$ cat config.mk
export PLATFORM = sky130hd
export DESIGN_NAME = a5_keystream_gen
export DESIGN_NICKNAME = d
export VERILOG_FILES = /design/src/rtl/a5_keystream_gen.sv
export SDC_FILE = /design/constraint.sdc
export NUM_CORES = 1
export LEC_CHECK = 0
export CORE_MARGIN = 3
export CORE_UTILIZATION = 46
export DETAILED_ROUTE_END_ITERATION = 10
export PLACE_DENSITY_LB_ADDON = 0.25
export SYNTH_ARGS = -nofsm -noshare
export SYNTH_HDL_FRONTEND = slang
export SYNTH_SLANG_ARGS = --single-unit
$ cat constraint.sdc
create_clock -name clk -period 2.42 [get_ports clk]
set_input_delay 0.363 -clock clk [delete_from_list [all_inputs] [get_ports clk]]
set_output_delay 0.363 -clock clk [all_outputs]
set_load 0.01 [all_outputs]
$ cat src/rtl/a5_keystream_gen.sv
// a5_keystream_gen: A5/1-style keystream generator. Three LFSRs absorb the
// key and frame number, are majority-clocked through a mix phase, then emit
// one keystream bit per accepted valid/ready beat.
//
// state    | meaning
// ---------+-----------------------------------------------------------
// S_IDLE   | waiting for start; registers hold last contents
// S_KEY    | all registers step, absorbing key[cnt]
// S_FRAME  | all registers step, absorbing frame[cnt]
// S_MIX    | majority clocking with zero input, output discarded
// S_STREAM | ks_valid high; majority step on every accepted beat
module a5_keystream_gen #(
    parameter int          KEY_BITS    = 64,
    parameter int          FRAME_BITS  = 22,
    parameter int          MIX_CYCLES  = 101,
    parameter int          STREAM_BITS = 228,
    parameter int          R1_BITS     = 19,
    parameter int          R2_BITS     = 22,
    parameter int          R3_BITS     = 23,
    parameter logic [63:0] R1_TAPS     = 64'h0000_0000_0007_2000,
    parameter logic [63:0] R2_TAPS     = 64'h0000_0000_0030_0000,
    parameter logic [63:0] R3_TAPS     = 64'h0000_0000_0070_0080,
    parameter int          R1_CLKBIT   = 8,
    parameter int          R2_CLKBIT   = 10,
    parameter int          R3_CLKBIT   = 10
) (
    input  logic                  clk,
    input  logic                  reset_n,
    input  logic                  start,
    input  logic                  abort,
    input  logic [KEY_BITS-1:0]   key,
    input  logic [FRAME_BITS-1:0] frame,
    output logic                  ks_bit,
    output logic                  ks_valid,
    input  logic                  ks_ready,
    output logic                  busy,
    output logic                  done
);

    localparam int MAX_KF   = (KEY_BITS > FRAME_BITS) ? KEY_BITS : FRAME_BITS;
    localparam int MAX_MS   = (MIX_CYCLES > STREAM_BITS) ? MIX_CYCLES : STREAM_BITS;
    localparam int MAX_LEN  = (MAX_KF > MAX_MS) ? MAX_KF : MAX_MS;
    localparam int CNT_W    = $clog2(MAX_LEN) + 1;
    localparam int KEY_IW   = (KEY_BITS > 1) ? $clog2(KEY_BITS) : 1;
    localparam int FRAME_IW = (FRAME_BITS > 1) ? $clog2(FRAME_BITS) : 1;

    localparam logic [CNT_W-1:0] KEY_LAST    = CNT_W'(KEY_BITS - 1);
    localparam logic [CNT_W-1:0] FRAME_LAST  = CNT_W'(FRAME_BITS - 1);
    localparam logic [CNT_W-1:0] MIX_LAST    = CNT_W'(MIX_CYCLES - 1);
    localparam logic [CNT_W-1:0] STREAM_LAST = CNT_W'(STREAM_BITS - 1);

    typedef enum logic [2:0] {
        S_IDLE,
        S_KEY,
        S_FRAME,
        S_MIX,
        S_STREAM
    } state_t;

    state_t             state;
    state_t             state_nxt;
    logic [R1_BITS-1:0] r1;
    logic [R2_BITS-1:0] r2;
    logic [R3_BITS-1:0] r3;
    logic [R1_BITS-1:0] r1_nxt;
    logic [R2_BITS-1:0] r2_nxt;
    logic [R3_BITS-1:0] r3_nxt;
    logic [CNT_W-1:0]   cnt;
    logic [2:0]         step_en;
    logic               maj;
    logic               d_bit;
    logic               accept;
    logic               last;
    logic               ks_nxt;

    assign busy = (state != S_IDLE);

    // State register.
    always_ff @(posedge clk or negedge reset_n) begin
        if (!reset_n) begin
            state <= S_IDLE;
        end else begin
            state <= state_nxt;
        end
    end

    // Input bit, per-register step enables and the candidate register values.
    always_comb begin
        d_bit   = 1'b0;
        step_en = 3'b000;
        last    = 1'b0;
        maj     = (r1[R1_CLKBIT] & r2[R2_CLKBIT]) |
                  (r1[R1_CLKBIT] & r3[R3_CLKBIT]) |
                  (r2[R2_CLKBIT] & r3[R3_CLKBIT]);
        accept  = (state == S_STREAM) && ks_valid && ks_ready;
        unique case (state)
            S_KEY: begin
                d_bit   = key[cnt[KEY_IW-1:0]];
                step_en = 3'b111;
                last    = (cnt == KEY_LAST);
            end
            S_FRAME: begin
                d_bit   = frame[cnt[FRAME_IW-1:0]];
                step_en = 3'b111;
                last    = (cnt == FRAME_LAST);
            end
            S_MIX: begin
                step_en = {r3[R3_CLKBIT] == maj, r2[R2_CLKBIT] == maj, r1[R1_CLKBIT] == maj};
                last    = (cnt == MIX_LAST);
            end
            S_STREAM: begin
                if (accept) begin
                    step_en = {r3[R3_CLKBIT] == maj, r2[R2_CLKBIT] == maj, r1[R1_CLKBIT] == maj};
                end
                last = (cnt == STREAM_LAST);
            end
            default: ;
        endcase
        r1_nxt = step_en[0] ? {r1[R1_BITS-2:0], d_bit ^ (^(r1 & R1_TAPS[R1_BITS-1:0]))} : r1;
        r2_nxt = step_en[1] ? {r2[R2_BITS-2:0], d_bit ^ (^(r2 & R2_TAPS[R2_BITS-1:0]))} : r2;
        r3_nxt = step_en[2] ? {r3[R3_BITS-2:0], d_bit ^ (^(r3 & R3_TAPS[R3_BITS-1:0]))} : r3;
        ks_nxt = r1_nxt[R1_BITS-1] ^ r2_nxt[R2_BITS-1] ^ r3_nxt[R3_BITS-1];
    end

    // Phase sequencing; abort overrides everything. A start coinciding with
    // the done pulse is ignored so done can never re-arm a session.
    always_comb begin
        state_nxt = state;
        if (abort) begin
            state_nxt = S_IDLE;
        end else begin
            unique case (state)
                S_IDLE:   if (start && !done) state_nxt = S_KEY;
                S_KEY:    if (last) state_nxt = S_FRAME;
                S_FRAME:  if (last) state_nxt = S_MIX;
                S_MIX:    if (last) state_nxt = S_STREAM;
                S_STREAM: if (accept && last) state_nxt = S_IDLE;
                default:  state_nxt = S_IDLE;
            endcase
        end
    end

    // Registers, phase counter and registered keystream outputs. ks_bit only
    // moves on an accepted beat, so it is stable through stalls.
    always_ff @(posedge clk or negedge reset_n) begin
        if (!reset_n) begin
            r1       <= '0;
            r2       <= '0;
            r3       <= '0;
            cnt      <= '0;
            ks_bit   <= 1'b0;
            ks_valid <= 1'b0;
            done     <= 1'b0;
        end else begin
            done <= 1'b0;
            if (abort) begin
                cnt      <= '0;
                ks_bit   <= 1'b0;
                ks_valid <= 1'b0;
            end else begin
                unique case (state)
                    S_IDLE: begin
                        if (start && !done) begin
                            r1  <= '0;
                            r2  <= '0;
                            r3  <= '0;
                            cnt <= '0;
                        end
                    end
                    S_KEY, S_FRAME: begin
                        r1  <= r1_nxt;
                        r2  <= r2_nxt;
                        r3  <= r3_nxt;
                        cnt <= last ? '0 : cnt + CNT_W'(1);
                    end
                    S_MIX: begin
                        r1 <= r1_nxt;
                        r2 <= r2_nxt;
                        r3 <= r3_nxt;
                        if (last) begin
                            cnt      <= '0;
                            ks_valid <= 1'b1;
                            ks_bit   <= ks_nxt;
                        end else begin
                            cnt <= cnt + CNT_W'(1);
                        end
                    end
                    S_STREAM: begin
                        if (accept) begin
                            r1 <= r1_nxt;
                            r2 <= r2_nxt;
                            r3 <= r3_nxt;
                            if (last) begin
                                cnt      <= '0;
                                ks_valid <= 1'b0;
                                ks_bit   <= 1'b0;
                                done     <= 1'b1;
                            end else begin
                                cnt    <= cnt + CNT_W'(1);
                                ks_bit <= ks_nxt;
                            end
                        end
                    end
                    default: ;
                endcase
            end
        end
    end

endmodule

==> flow_metrics.env <==
export IMPL_nFillCells=722
export IMPL_setup_viol=0
export IMPL_dieArea_mm2=0.0109
export IMPL_vias=3863
export IMPL_slew_headroom=0.576
export IMPL_min_period_over_period=0.980
export IMPL_clkTransAtPathRegs_ps=100
export IMPL_async_flop_share=1.00
export IMPL_die_w_um=104
export IMPL_synth_seq_cells=79
export IMPL_rows=35
export IMPL_overflow=0
export IMPL_maxCapViolCount=0
export IMPL_path_cells="or3b_4 -> a211o_1 -> a2bb2oi_2 -> buf_4 -> a311oi_1 -> o31ai_2 -> buf_4 -> a21oi_1"
export IMPL_via_per_inst=5.84
export IMPL_grt_total_usage=0.221
export IMPL_fp_coreArea_mm2=0.00933
export IMPL_slowest_stage="dfrtp_1"
export IMPL_final_nets=620
export IMPL_synth_common_cells="79 x dfrtp_1, 65 x a22o_1, 22 x mux2i_1"
export IMPL_crit_fanout=7
export IMPL_start_util=0.476
export IMPL_clockRootBuffer="clkbuf_8"
export IMPL_post_dp_hpwl_um=8490
export IMPL_synth_cell_types=57
export IMPL_port_buffers=94
export IMPL_fp_dieH_um=104
export IMPL_syn_area_mm2=0.00444
export IMPL_yosys_cell_count_top_type="dfrtp_1"
export IMPL_cp_data_arrival_time_ps=2610
export IMPL_insertion_delay_ps=350
export IMPL_cts_sink_count=79
export IMPL_drive_gt1_frac=0.210
export IMPL_antenna_left=0
export IMPL_max_stage_delay_ps=450
export IMPL_utilization=0.661
export IMPL_p_leak_nw=2.66
export IMPL_antenna_cells=0
export IMPL_yosys_top_cells_area="dfrtp_1 45%, a22o_1 13%, mux2i_1 5.0%"
export IMPL_routabilityCongestion=0.944
export IMPL_drc=0
export IMPL_num_io_pins=95
export IMPL_synth_edf_count=0
export IMPL_htree_levels=3
export IMPL_yosysWarnings=0
export IMPL_tns_ps=0
export IMPL_power_density_mw_per_mm2=823
export IMPL_finalHoldViolCount=0
export IMPL_worstSetupStartpointType="register"
export IMPL_synth_nets=492
export IMPL_synth_main_ff_cell="dfrtp_1"
export IMPL_timing_fmax_mhz=422
export IMPL_netlist_area_leader_share=0.446
export IMPL_grt_max_degree=50
export IMPL_peakVddDrop_v=0.000464
export IMPL_layout_min_cycle_time_ps=2370
export IMPL_worst_slew_pin_slew_ps=636
export IMPL_clk_path_buf_depth=2
export IMPL_cts_tree="yes"
export IMPL_required_ps=2660
export IMPL_syn_avg_cell_area_um2=11.1
export IMPL_crit_top_cell="buf_4"
export IMPL_grt_pass1_vias=4001
export IMPL_wire_per_inst_um=17.9
export IMPL_yosys_area_top_type="dfrtp_1"
export IMPL_routed_wl_um=11800
export IMPL_cts_hold_buf=0
export IMPL_crit_path_end_kind="register"
export IMPL_timing_worst_setup_path_type="register to register"
export IMPL_final_max_slew_viol_count=0
export IMPL_status="completed"
export IMPL_ys_seq_area_frac=0.446
export IMPL_rsz0062_at_grt="true"
export IMPL_hold_class="input port to async pin"
export IMPL_area_growth_pct=38.9
export IMPL_drt_iter0_markers=308
export IMPL_fin_skew_ps=15.5
export IMPL_drt_pass1_iter_count=4
export IMPL_grt_first_pass_wirelength_um=19800
export IMPL_cts_buffers=9
export IMPL_synth_cells=400
export IMPL_grt_antenna_before_repair=0
-- flip-flops by register name, indices dropped and copies added (netlist names) --
| register | count |
|---|---|
| ks_bit | 1 |
| done | 1 |
| r2 | 22 |
| r1 | 19 |
| cnt | 9 |
| r3 | 23 |
| ks_valid | 1 |
| state | 3 |
-- logic make-up after synthesis --
| group | after synthesis | share of synthesized area |
|---|---|---|
| AO/OA/AOI/OAI | 138 | 0.243 |
| XOR/XNOR | 13 | 0.0257 |
| adder cells (fa/ha/maj) | 1 | 0.00282 |
| buffers and inverters | 34 | 0.0347 |
| flip-flops | 79 | 0.446 |
| multiplexers | 37 | 0.122 |
| AND/OR/NAND/NOR | 98 | 0.126 |
-- timing repair --
action / 4_1_cts / 5_1_grt
cloned: 0 / 0
endpoints found under the setup margin: 3 / 16
gates resized for setup: 3 / 22
buffers inserted: 2 / 5
pin swaps: 0 / 16
-- per-layer routing --
layer	share of wire	track usage	up-vias
met2	0.48	0.362	125
li1	-	-	1803
met5	0	0	-
met4	0.012	0.0541	0
met3	0.055	0.0490	12
met1	0.45	0.302	1923
-- report_power, final --
part | switching (W) | leakage, nW | internal, W
sequential | 0.000183 | 1.09 | 0.00153
clock | 0.000533 | 0.0982 | 0.000490
combinational | 0.00110 | 1.48 | 0.00124
total | 0.00181 | 2.66 | 0.00326
-- critical path: cells and delay by family, from the launching register on --
family	cells	cell delay [ps]
AND/OR/NAND/NOR	1	450
AO/OA/AOI/OAI	5	1040
flip-flops	1	450
buffers and inverters	2	330
-- per-stage QoR --
stage               worst slack [ps]  instance area, µm²  instances  power [W]  hold WS, ps
floorplan                        130                4440        400    0.00302         67.4
global placement                -142                5820        639    0.00380          415
detailed placement              -169                5820        639    0.00385          424
CTS                             3.60                6050        657    0.00494         33.8
global route                   -65.1                6160        662    0.00537         61.8
finish                          47.7                6160        662    0.00507         21.8
-- placed cells by master (no fill, tap or decap), drive strengths merged, types with 4 or more instances in the layout --
cell type      count
a22oi              9
and3               7
a21o               4
o31ai              4
a22o              65
nor3b              4
mux4              12
nor2b              8
dfrtp             79
mux2i             22
nand2             16
clkdlybuf4s50     93
clkbuf             9
nor2              19
xnor2             10
nand2b             5
nand3             10
a21oi             15
buf               53
inv                8
o21ai             18
nand3b             5
or3b               4
-- final timing paths --
check                      startpoint        to  slack [ps]  cells past startpoint
max                          state[1]  state[1]          50                      8
min                           reset_n  ks_valid          20                      1
max reg2reg                  state[1]  state[1]          50                      8
min reg2reg                     r3[9]    r3[10]         500                      1
max in group asynchronous     reset_n     r2[2]        1830                      2
min in group clk                r3[9]    r3[10]         500                      1
-- final cells by class --
cell class / count / area, µm² / area share
tap: 129 / 161 / 0.0262
inverter: 5 / 18.8 / 0.00304
multi-input combinational: 287 / 2370 / 0.384
sequential: 79 / 1980 / 0.321
timing repair buffer: 146 / 1430 / 0.232
clock buffer: 9 / 124 / 0.0201
clock inverter: 7 / 78.8 / 0.0128
No activity file was read; power rests on OpenSTA's default activity.
